$ cat src/rtl/fir_interpolator_if.sv
`default_nettype none
// ============================================================================
// Module      : fir_interpolator_if
// Description : Sample stream bundle for the polyphase FIR interpolator.
//               Carries the low-rate input handshake (data_in / in_valid /
//               in_ready) and the high-rate output side (data_out /
//               out_valid / underrun).
//               modport slave  : the interpolator itself
//               modport master : the producer/consumer driving it
// Revision    : 1.0 - initial release
// ============================================================================
interface fir_interpolator_if #(
  parameter int IW = 16
);
  logic [IW-1:0] data_in;    // signed low-rate sample
  logic          in_valid;   // data_in valid
  logic          in_ready;   // interpolator can take a sample
  logic [IW-1:0] data_out;   // signed interpolated sample, held between updates
  logic          out_valid;  // one-cycle strobe for a new data_out
  logic          underrun;   // sticky: a sample was needed but not available

  modport slave (
    input  data_in,
    input  in_valid,
    output in_ready,
    output data_out,
    output out_valid,
    output underrun
  );

  modport master (
    output data_in,
    output in_valid,
    input  in_ready,
    input  data_out,
    input  out_valid,
    input  underrun
  );
endinterface
`default_nettype wire

$ cat src/rtl/fir_interpolator.sv
`default_nettype none
// ============================================================================
// Module      : fir_interpolator
// Description : Polyphase FIR interpolator by PHASES. Each output period
//               (OUT_DIV clocks) one output sample is produced with a single
//               time-shared multiplier: TAPS multiply-accumulate cycles over
//               the history buffer using the coefficient branch of the
//               current phase, then round-half-up and saturate. A new input
//               sample is consumed once every PHASES outputs.
// Ports       : clk          - system clock, rising edge
//               reset        - synchronous active-high reset
//               coefficients - PHASES*TAPS signed Q1.(CW-1) coefficients,
//                              index k*PHASES+phase, static while running
//               bus          - fir_interpolator_if.slave sample stream
// Parameters  : IW, CW, PHASES, TAPS, OUT_DIV (OUT_DIV must be >= TAPS+4 so
//               that every output tick finds the FSM in IDLE)
// Revision    : 1.0 - initial release
// ============================================================================
module fir_interpolator #(
  parameter int IW      = 16,
  parameter int CW      = 16,
  parameter int PHASES  = 4,
  parameter int TAPS    = 8,
  parameter int OUT_DIV = 1118
) (
  input  logic                              clk,
  input  logic                              reset,
  input  logic [PHASES*TAPS-1:0][CW-1:0]    coefficients,
  fir_interpolator_if.slave                 bus
);

  // --------------------------------------------------------------------------
  // Derived widths
  // --------------------------------------------------------------------------
  // Accumulator: worst case is TAPS full-scale products, so $clog2(TAPS)
  // guard bits above the IW+CW product width rule out internal overflow.
  localparam int c_acc_w = IW + CW + $clog2(TAPS);
  localparam int c_kw    = (TAPS > 1)          ? $clog2(TAPS)          : 1;
  localparam int c_pw    = (PHASES > 1)        ? $clog2(PHASES)        : 1;
  localparam int c_dw    = (OUT_DIV > 1)       ? $clog2(OUT_DIV)       : 1;
  localparam int c_ciw   = (PHASES * TAPS > 1) ? $clog2(PHASES * TAPS) : 1;

  localparam logic [c_kw-1:0] c_k_last     = c_kw'(TAPS - 1);
  localparam logic [c_pw-1:0] c_phase_last = c_pw'(PHASES - 1);
  localparam logic [c_dw-1:0] c_div_last   = c_dw'(OUT_DIV - 1);

  // 2^(CW-2): one half LSB of the Q1.(CW-1) product scaling
  localparam logic signed [c_acc_w-1:0] c_round_half =
    {{(c_acc_w - CW + 1){1'b0}}, 1'b1, {(CW - 2){1'b0}}};

  localparam logic [IW-1:0] c_sat_max = {1'b0, {(IW - 1){1'b1}}};
  localparam logic [IW-1:0] c_sat_min = {1'b1, {(IW - 1){1'b0}}};

  // --------------------------------------------------------------------------
  // State machine encoding
  // --------------------------------------------------------------------------
  typedef enum logic [2:0] {
    S_IDLE  = 3'd0,
    S_LOAD  = 3'd1,
    S_MAC   = 3'd2,
    S_ROUND = 3'd3,
    S_OUT   = 3'd4
  } state_t;

  state_t r_state;
  state_t w_state_next;

  // --------------------------------------------------------------------------
  // Registers
  // --------------------------------------------------------------------------
  logic [c_dw-1:0]           r_div;
  logic                      r_tick;
  logic [c_kw-1:0]           r_k;
  logic [c_pw-1:0]           r_phase;
  logic signed [c_acc_w-1:0] r_acc;
  logic signed [IW-1:0]      r_x [TAPS];
  logic [IW-1:0]             r_hold;
  logic                      r_hold_full;
  logic [IW-1:0]             r_data_out;
  logic                      r_out_valid;
  logic                      r_underrun;

  // --------------------------------------------------------------------------
  // Combinational signals
  // --------------------------------------------------------------------------
  logic                          w_shift;
  logic [IW-1:0]                 w_shift_in;
  logic [c_ciw-1:0]              w_coef_idx;
  logic signed [CW-1:0]          w_coef;
  logic signed [IW-1:0]          w_xk;
  logic signed [IW+CW-1:0]       w_prod;
  logic signed [c_acc_w-1:0]     w_prod_ext;
  logic signed [c_acc_w-1:0]     w_rnd;
  logic signed [c_acc_w-1:0]     w_shr;
  logic [c_acc_w-IW:0]           w_hi;
  logic                          w_fits;
  logic [IW-1:0]                 w_y;

  // --------------------------------------------------------------------------
  // Output-rate divider. The tick is registered so that it appears exactly
  // OUT_DIV cycles after reset release and every OUT_DIV cycles thereafter.
  // --------------------------------------------------------------------------
  always_ff @(posedge clk) begin
    if (reset) begin
      r_div  <= '0;
      r_tick <= 1'b0;
    end else begin
      r_tick <= (r_div == c_div_last);
      if (r_div == c_div_last) begin
        r_div <= '0;
      end else begin
        r_div <= r_div + 1'b1;
      end
    end
  end

  // --------------------------------------------------------------------------
  // FSM: state register
  // --------------------------------------------------------------------------
  always_ff @(posedge clk) begin
    if (reset) begin
      r_state <= S_IDLE;
    end else begin
      r_state <= w_state_next;
    end
  end

  // --------------------------------------------------------------------------
  // FSM: next state. A tick seen outside IDLE is simply ignored.
  // --------------------------------------------------------------------------
  always_comb begin
    w_state_next = r_state;
    case (r_state)
      S_IDLE:  if (r_tick) w_state_next = S_LOAD;
      S_LOAD:  w_state_next = S_MAC;
      S_MAC:   if (r_k == c_k_last) w_state_next = S_ROUND;
      S_ROUND: w_state_next = S_OUT;
      S_OUT:   w_state_next = S_IDLE;
      default: w_state_next = S_IDLE;
    endcase
  end

  // --------------------------------------------------------------------------
  // Input side. The history only advances at the start of phase 0. At that
  // moment the held sample (if any) is consumed, and the port stays ready so
  // a sample offered in the same cycle either refills the hold register or,
  // with the hold empty, goes straight into the history.
  // --------------------------------------------------------------------------
  assign w_shift = (r_state == S_LOAD) && (r_phase == '0);

  always_comb begin
    w_shift_in = '0;
    if (r_hold_full) begin
      w_shift_in = r_hold;
    end else if (bus.in_valid) begin
      w_shift_in = bus.data_in;
    end
  end

  assign bus.in_ready = !r_hold_full || w_shift;

  always_ff @(posedge clk) begin
    if (reset) begin
      r_hold      <= '0;
      r_hold_full <= 1'b0;
      r_underrun  <= 1'b0;
      for (int i = 0; i < TAPS; i++) begin
        r_x[i] <= '0;
      end
    end else begin
      if (w_shift) begin
        r_x[0] <= $signed(w_shift_in);
        for (int i = 1; i < TAPS; i++) begin
          r_x[i] <= r_x[i-1];
        end

        if (r_hold_full) begin
          if (bus.in_valid) begin
            r_hold <= bus.data_in;
          end else begin
            r_hold_full <= 1'b0;
          end
        end else if (!bus.in_valid) begin
          // Nothing to consume: a zero went into the history instead.
          r_underrun <= 1'b1;
        end
      end else if (bus.in_valid && !r_hold_full) begin
        r_hold      <= bus.data_in;
        r_hold_full <= 1'b1;
      end
    end
  end

  // --------------------------------------------------------------------------
  // Multiply-accumulate datapath: tap k of the current phase branch.
  // --------------------------------------------------------------------------
  assign w_coef_idx = c_ciw'(r_k) * c_ciw'(PHASES) + c_ciw'(r_phase);
  assign w_coef     = $signed(coefficients[w_coef_idx]);
  assign w_xk       = r_x[r_k];
  assign w_prod     = w_xk * w_coef;
  assign w_prod_ext = c_acc_w'(w_prod);

  // --------------------------------------------------------------------------
  // Round half up back to Q1.(IW-1), then saturate: the result fits in IW
  // bits only when every bit from the IW-1 position upward equals the sign.
  // --------------------------------------------------------------------------
  assign w_rnd  = r_acc + c_round_half;
  assign w_shr  = w_rnd >>> (CW - 1);
  assign w_hi   = w_shr[c_acc_w-1:IW-1];
  assign w_fits = (&w_hi) || !(|w_hi);

  always_comb begin
    w_y = w_shr[IW-1:0];
    if (!w_fits) begin
      w_y = w_shr[c_acc_w-1] ? c_sat_min : c_sat_max;
    end
  end

  // --------------------------------------------------------------------------
  // Accumulator, tap counter, phase and output registers. data_out and the
  // out_valid strobe are loaded together at the end of ROUND, so out_valid
  // is high for exactly the OUT cycle with the new data_out alongside it.
  // --------------------------------------------------------------------------
  always_ff @(posedge clk) begin
    if (reset) begin
      r_acc       <= '0;
      r_k         <= '0;
      r_phase     <= '0;
      r_data_out  <= '0;
      r_out_valid <= 1'b0;
    end else begin
      r_out_valid <= (r_state == S_ROUND);
      case (r_state)
        S_LOAD: begin
          r_acc <= '0;
          r_k   <= '0;
        end
        S_MAC: begin
          r_acc <= r_acc + w_prod_ext;
          r_k   <= r_k + 1'b1;
        end
        S_ROUND: begin
          r_data_out <= w_y;
        end
        S_OUT: begin
          if (r_phase == c_phase_last) begin
            r_phase <= '0;
          end else begin
            r_phase <= r_phase + 1'b1;
          end
        end
        default: begin
        end
      endcase
    end
  end

  assign bus.data_out  = r_data_out;
  assign bus.out_valid = r_out_valid;
  assign bus.underrun  = r_underrun;

endmodule
`default_nettype wire

$ cat src/flat_wrapper.sv
// flat-port wrapper written by rule: the top's interface ports become plain ports
module fir_interpolator_flat 
#(
  parameter int IW      = 16,
  parameter int CW      = 16,
  parameter int PHASES  = 4,
  parameter int TAPS    = 8,
  parameter int OUT_DIV = 1118
)
  (clk, reset, coefficients, bus_data_in, bus_in_valid, bus_in_ready, bus_data_out, bus_out_valid, bus_underrun);
  fir_interpolator_if #(.IW(IW)) bus_i ();
  input  logic clk;
  input  logic reset;
  input  logic [PHASES*TAPS-1:0][CW-1:0] coefficients;
  input wire logic [$bits(bus_i.data_in)-1:0] bus_data_in;
  input wire logic [$bits(bus_i.in_valid)-1:0] bus_in_valid;
  output wire logic [$bits(bus_i.in_ready)-1:0] bus_in_ready;
  output wire logic [$bits(bus_i.data_out)-1:0] bus_data_out;
  output wire logic [$bits(bus_i.out_valid)-1:0] bus_out_valid;
  output wire logic [$bits(bus_i.underrun)-1:0] bus_underrun;
  assign bus_i.data_in = bus_data_in;
  assign bus_i.in_valid = bus_in_valid;
  assign bus_in_ready = bus_i.in_ready;
  assign bus_data_out = bus_i.data_out;
  assign bus_out_valid = bus_i.out_valid;
  assign bus_underrun = bus_i.underrun;
  fir_interpolator #(.IW(IW), .CW(CW), .PHASES(PHASES), .TAPS(TAPS), .OUT_DIV(OUT_DIV)) u_core (.clk(clk), .reset(reset), .coefficients(coefficients), .bus(bus_i));
endmodule
$ cat config.mk
export PLATFORM = sky130hd
export DESIGN_NAME = fir_interpolator_flat
export DESIGN_NICKNAME = d
export VERILOG_FILES = /design/src/rtl/fir_interpolator_if.sv /design/src/rtl/fir_interpolator.sv /design/src/flat_wrapper.sv
export SDC_FILE = /design/constraint.sdc
export NUM_CORES = 1
export LEC_CHECK = 0
export CORE_UTILIZATION = 23
export DETAILED_ROUTE_END_ITERATION = 12
export PLACE_DENSITY_LB_ADDON = 0.25
export SYNTH_ARGS = -nofsm -noshare
export SYNTH_HDL_FRONTEND = slang
export SYNTH_SLANG_ARGS = --single-unit
$ cat constraint.sdc
create_clock -name clk -period 12.5 [get_ports clk]
set_clock_uncertainty 0.05 [all_clocks]
set_input_delay 1.25 -clock clk [delete_from_list [all_inputs] [get_ports clk]]
set_output_delay 1.25 -clock clk [all_outputs]
set_load 0.02 [all_outputs]
==> results.txt <==
outcome = finished, final reports clean
Area growth syn-to-layout = 32.6%
gpl congestion = 0.877
nets@finish = 3,672
initial antenna violation count = 16
P per Cell Area = 148 nW/um^2
max-cap violations = 0
RSZ-0062 raised after global routing = false
Post-Route WL = 95,300 um
layout cells sized above 1 = 0.123
CP Class = reg -> reg
DR WL/cell = 23.0 um
CTS tree = built
syn_nets = 3,160
WHS = 0.426 ns
Warnings, synthesis = 0
fmax = 103 MHz
Initial Util = 0.233
DIE HEIGHT = 330 um
post-cts resize count = 0
Leak = 13.2 nW
Clock Root Buffer = clkbuf_16
Remaining Overflow, GRT = 0
Critical R2R Capture = u_core.r_acc[31]
Async SR Flop Fraction = 0
min Tclk post-route = 9.67 ns
H-tree depth = 1
largest net degree at the start of global routing = 81
clk slew on worst S/H paths = 0.06 ns
total track usage = 0.178
fill count = 10,900
period utilization = 0.773
Via density = 4.53
FF-to-FF path depth = 25
ys flop type = edfxtp_1
Hold Vio Cnt, Final = 0
Hold Path Depth = 2
crit path DAT = 10.08 ns
hold crit path type = reg -> reg
Worst-Margin Slew = 1.28 ns
synthesized area = 24,700 sq um
post-CTS setup repair buffer count = 0
Reg2Reg Setup Slack = 2.83 ns
DIE AREA = 109,000 sq um
crit start category = flip-flop
Core Area = 106,000 sq um
total vias in the final route = 18,700
first-pass GRT wire length = 141,000 um
clock sink total = 221
Antenna Nets Post-Route = 0
Reg area = 5720 sq um
DRC errors left = 0
Cell Rows = 119
nature of the critical path endpoint = flip-flop
DR iter-0 viols = 1,014
Multi-input gate area = 17,100 sq um
Hold EP = u_core.bus.underrun
crit-path leading delay family = adder cells
Post-synth EDFFs = 128
Synth Register Bits = 221
Final HPWL DP = 79,200 um
cts bufs inserted = 27
Rel. slew slack = 0.133
Setup violations, final = 0
hold_buf cts = 0
I/O pins = 550
critical path buffer and inverter count = 6
First-pass DRT Iterations = 5
vias in the first global route = 20,800
IO buf count = 549
syn_area_per_cell = 11.2 sq um
WP depth = 25
Max VDD drop = 144 uV
Slowest-stage cell, CP = mux2i_2
hold_sp = u_core.bus.underrun
synthesized instance count = 2,208
Crit Path Max Fanout = 47
max-slew violations = 0
Crit path top cell by count = fa_1
sequential area share after synthesis = 0.231
distinct cell type count after synthesis = 57
CP required = 12.91 ns
reg2reg start = u_core.r_phase[1]
later-pin clock latency in the skew report = 0.57 ns
CTS max path bufs = 3
Die X = 330 um
post-route setup TNS = 0 ns
slowest stage delay, CP = 0.99 ns
==> final cells by class <==
class	instances	area share
Inverter	366	0.0420
Clock buffer	30	0.0213
Sequential cell	221	0.175
Antenna cell	7	0.000535
Clock inverter	20	0.00646
Timing Repair Buffer	595	0.179
Multi-Input combinational cell	1509	0.523
Tap cell	1391	0.0532
==> worst register-to-register path, delay by kind of cell, from the launching register on <==
| kind | cells | cell delay, ns |
|---|---|---|
| AOI/OAI and AO/OA | 5 | 1.62 |
| xor gates and xnor gates | 1 | 0.18 |
| adders and majority gates | 7 | 3.32 |
| buffers and inverters | 6 | 0.91 |
| DFF | 1 | 0.81 |
| muxes | 3 | 1.91 |
| and+or+nand+nor | 3 | 0.76 |
==> kinds of logic after synthesis <==
kind of cell / Yosys count / share of synthesized area
AND/OR/NAND/NOR: 615 / 0.117
buffers and inverters: 478 / 0.0765
adder cells (fa/ha/maj): 421 / 0.308
multiplexers: 255 / 0.204
flip-flops: 221 / 0.231
AO/OA/AOI/OAI: 158 / 0.0426
XOR/XNOR: 60 / 0.0213
==> layout by cell type (no fill, tap or decap), types with 5 or more instances in the layout <==
master           Yosys  routed
a311oi_1            16      16
a22o_1              13      13
nor3_1               9       9
edfxtp_1           128     128
or3_1                5       5
nor2_1             274     273
a21o_1              10      10
xnor2_1             33      33
ha_1               111     111
mux2i_2              8       9
diode_2              0       7
and2_1              89      89
nor2b_1             41      41
dfxtp_1             93      87
a22oi_1             24      24
nand3_1             18      18
mux2i_1             36      35
and3_1               6       6
nand4_1             11      11
mux4_2             192     192
fa_1               310     310
o21ai_0             24      24
or2_2               14      14
nand2_1            109     109
clkinv_1             0       5
clkdlybuf4s50_1      0     548
a21oi_1             47      47
and4_1               6       6
xor2_1              27      27
nand2b_1            22      21
clkbuf_16            0      27
mux2_2              17      17
buf_4                7      45
inv_1              366     366
==> worst max-delay path by stage <==
stage / startpoint / to
global placement: coefficients[68] / u_core.r_acc[31]
finish: u_core.r_phase[1] / u_core.r_acc[31]
global route: u_core.r_phase[0] / u_core.r_acc[31]
CTS: u_core.r_phase[0] / u_core.r_acc[31]
detailed placement: coefficients[68] / u_core.r_acc[31]
floorplan: coefficients[241] / u_core.r_acc[31]
==> Yosys cell counts, types with 13 or more instances <==
library cell | count | area (sq um)
a22oi_1 | 24 | 180
mux2i_1 | 36 | 360
nand2_1 | 109 | 409
ha_1 | 111 | 1390
xnor2_1 | 33 | 289
mux2_2 | 17 | 191
fa_1 | 310 | 6210
clkbuf_1 | 71 | 267
o21ai_0 | 24 | 120
a311oi_1 | 16 | 140
a22o_1 | 13 | 114
dfxtp_1 | 93 | 1860
a21oi_1 | 47 | 235
xor2_1 | 27 | 236
mux4_2 | 192 | 4320
or2_2 | 14 | 87.6
and2_1 | 89 | 557
inv_1 | 366 | 1370
edfxtp_1 | 128 | 3840
buf_2 | 19 | 95.1
nand2b_1 | 22 | 138
nor2b_1 | 41 | 257
nor2_1 | 274 | 1030
nand3_1 | 18 | 90.1
==> registers in the layout, indices dropped and copies added, names as in the netlist, 2 cells and up, named ones only <==
name                 flops
u_core.r_phase           2
u_core.r_state           3
u_core.r_k               3
u_core.r_x             128
u_core.r_acc            35
u_core.r_hold           16
u_core.bus.data_out     16
u_core.r_div            11
==> layer usage <==
layer  global-route usage  part of all wire  routed length (um)  vias to the layer above
met3               0.0243             0.043                4080                       97
met2                0.344              0.56               53100                      535
met1                0.197              0.37               34800                     9666
li1                     -                 -                   -                     8443
met5                    0           0.00014                  13                        -
met4               0.0598             0.034                3230                        2
==> where the power goes <==
part / internal (mW) / total (mW) / switching, mW / leakage (nW)
sequential: 0.789 / 0.799 / 0.00983 / 2.07
combinational: 1.40 / 3.22 / 1.82 / 10.7
clock: 0.469 / 0.819 / 0.350 / 0.440
==> stage by stage <==
stage	setup slack [ns]	std cells	instance area [sq um]	power, mW	utilization
2_1_floorplan	4.34	2208	24700	3.11	-
3_3_place_gp	2.30	4082	31800	4.04	0.301
3_5_place_dp	2.27	4082	31800	4.03	0.301
4_1_cts	2.76	4132	32700	4.90	0.309
5_1_grt	2.31	4139	32700	5.34	0.309
6_report	2.83	4139	32700	4.84	0.309
Note: power is estimated with default switching activity, not from simulation.
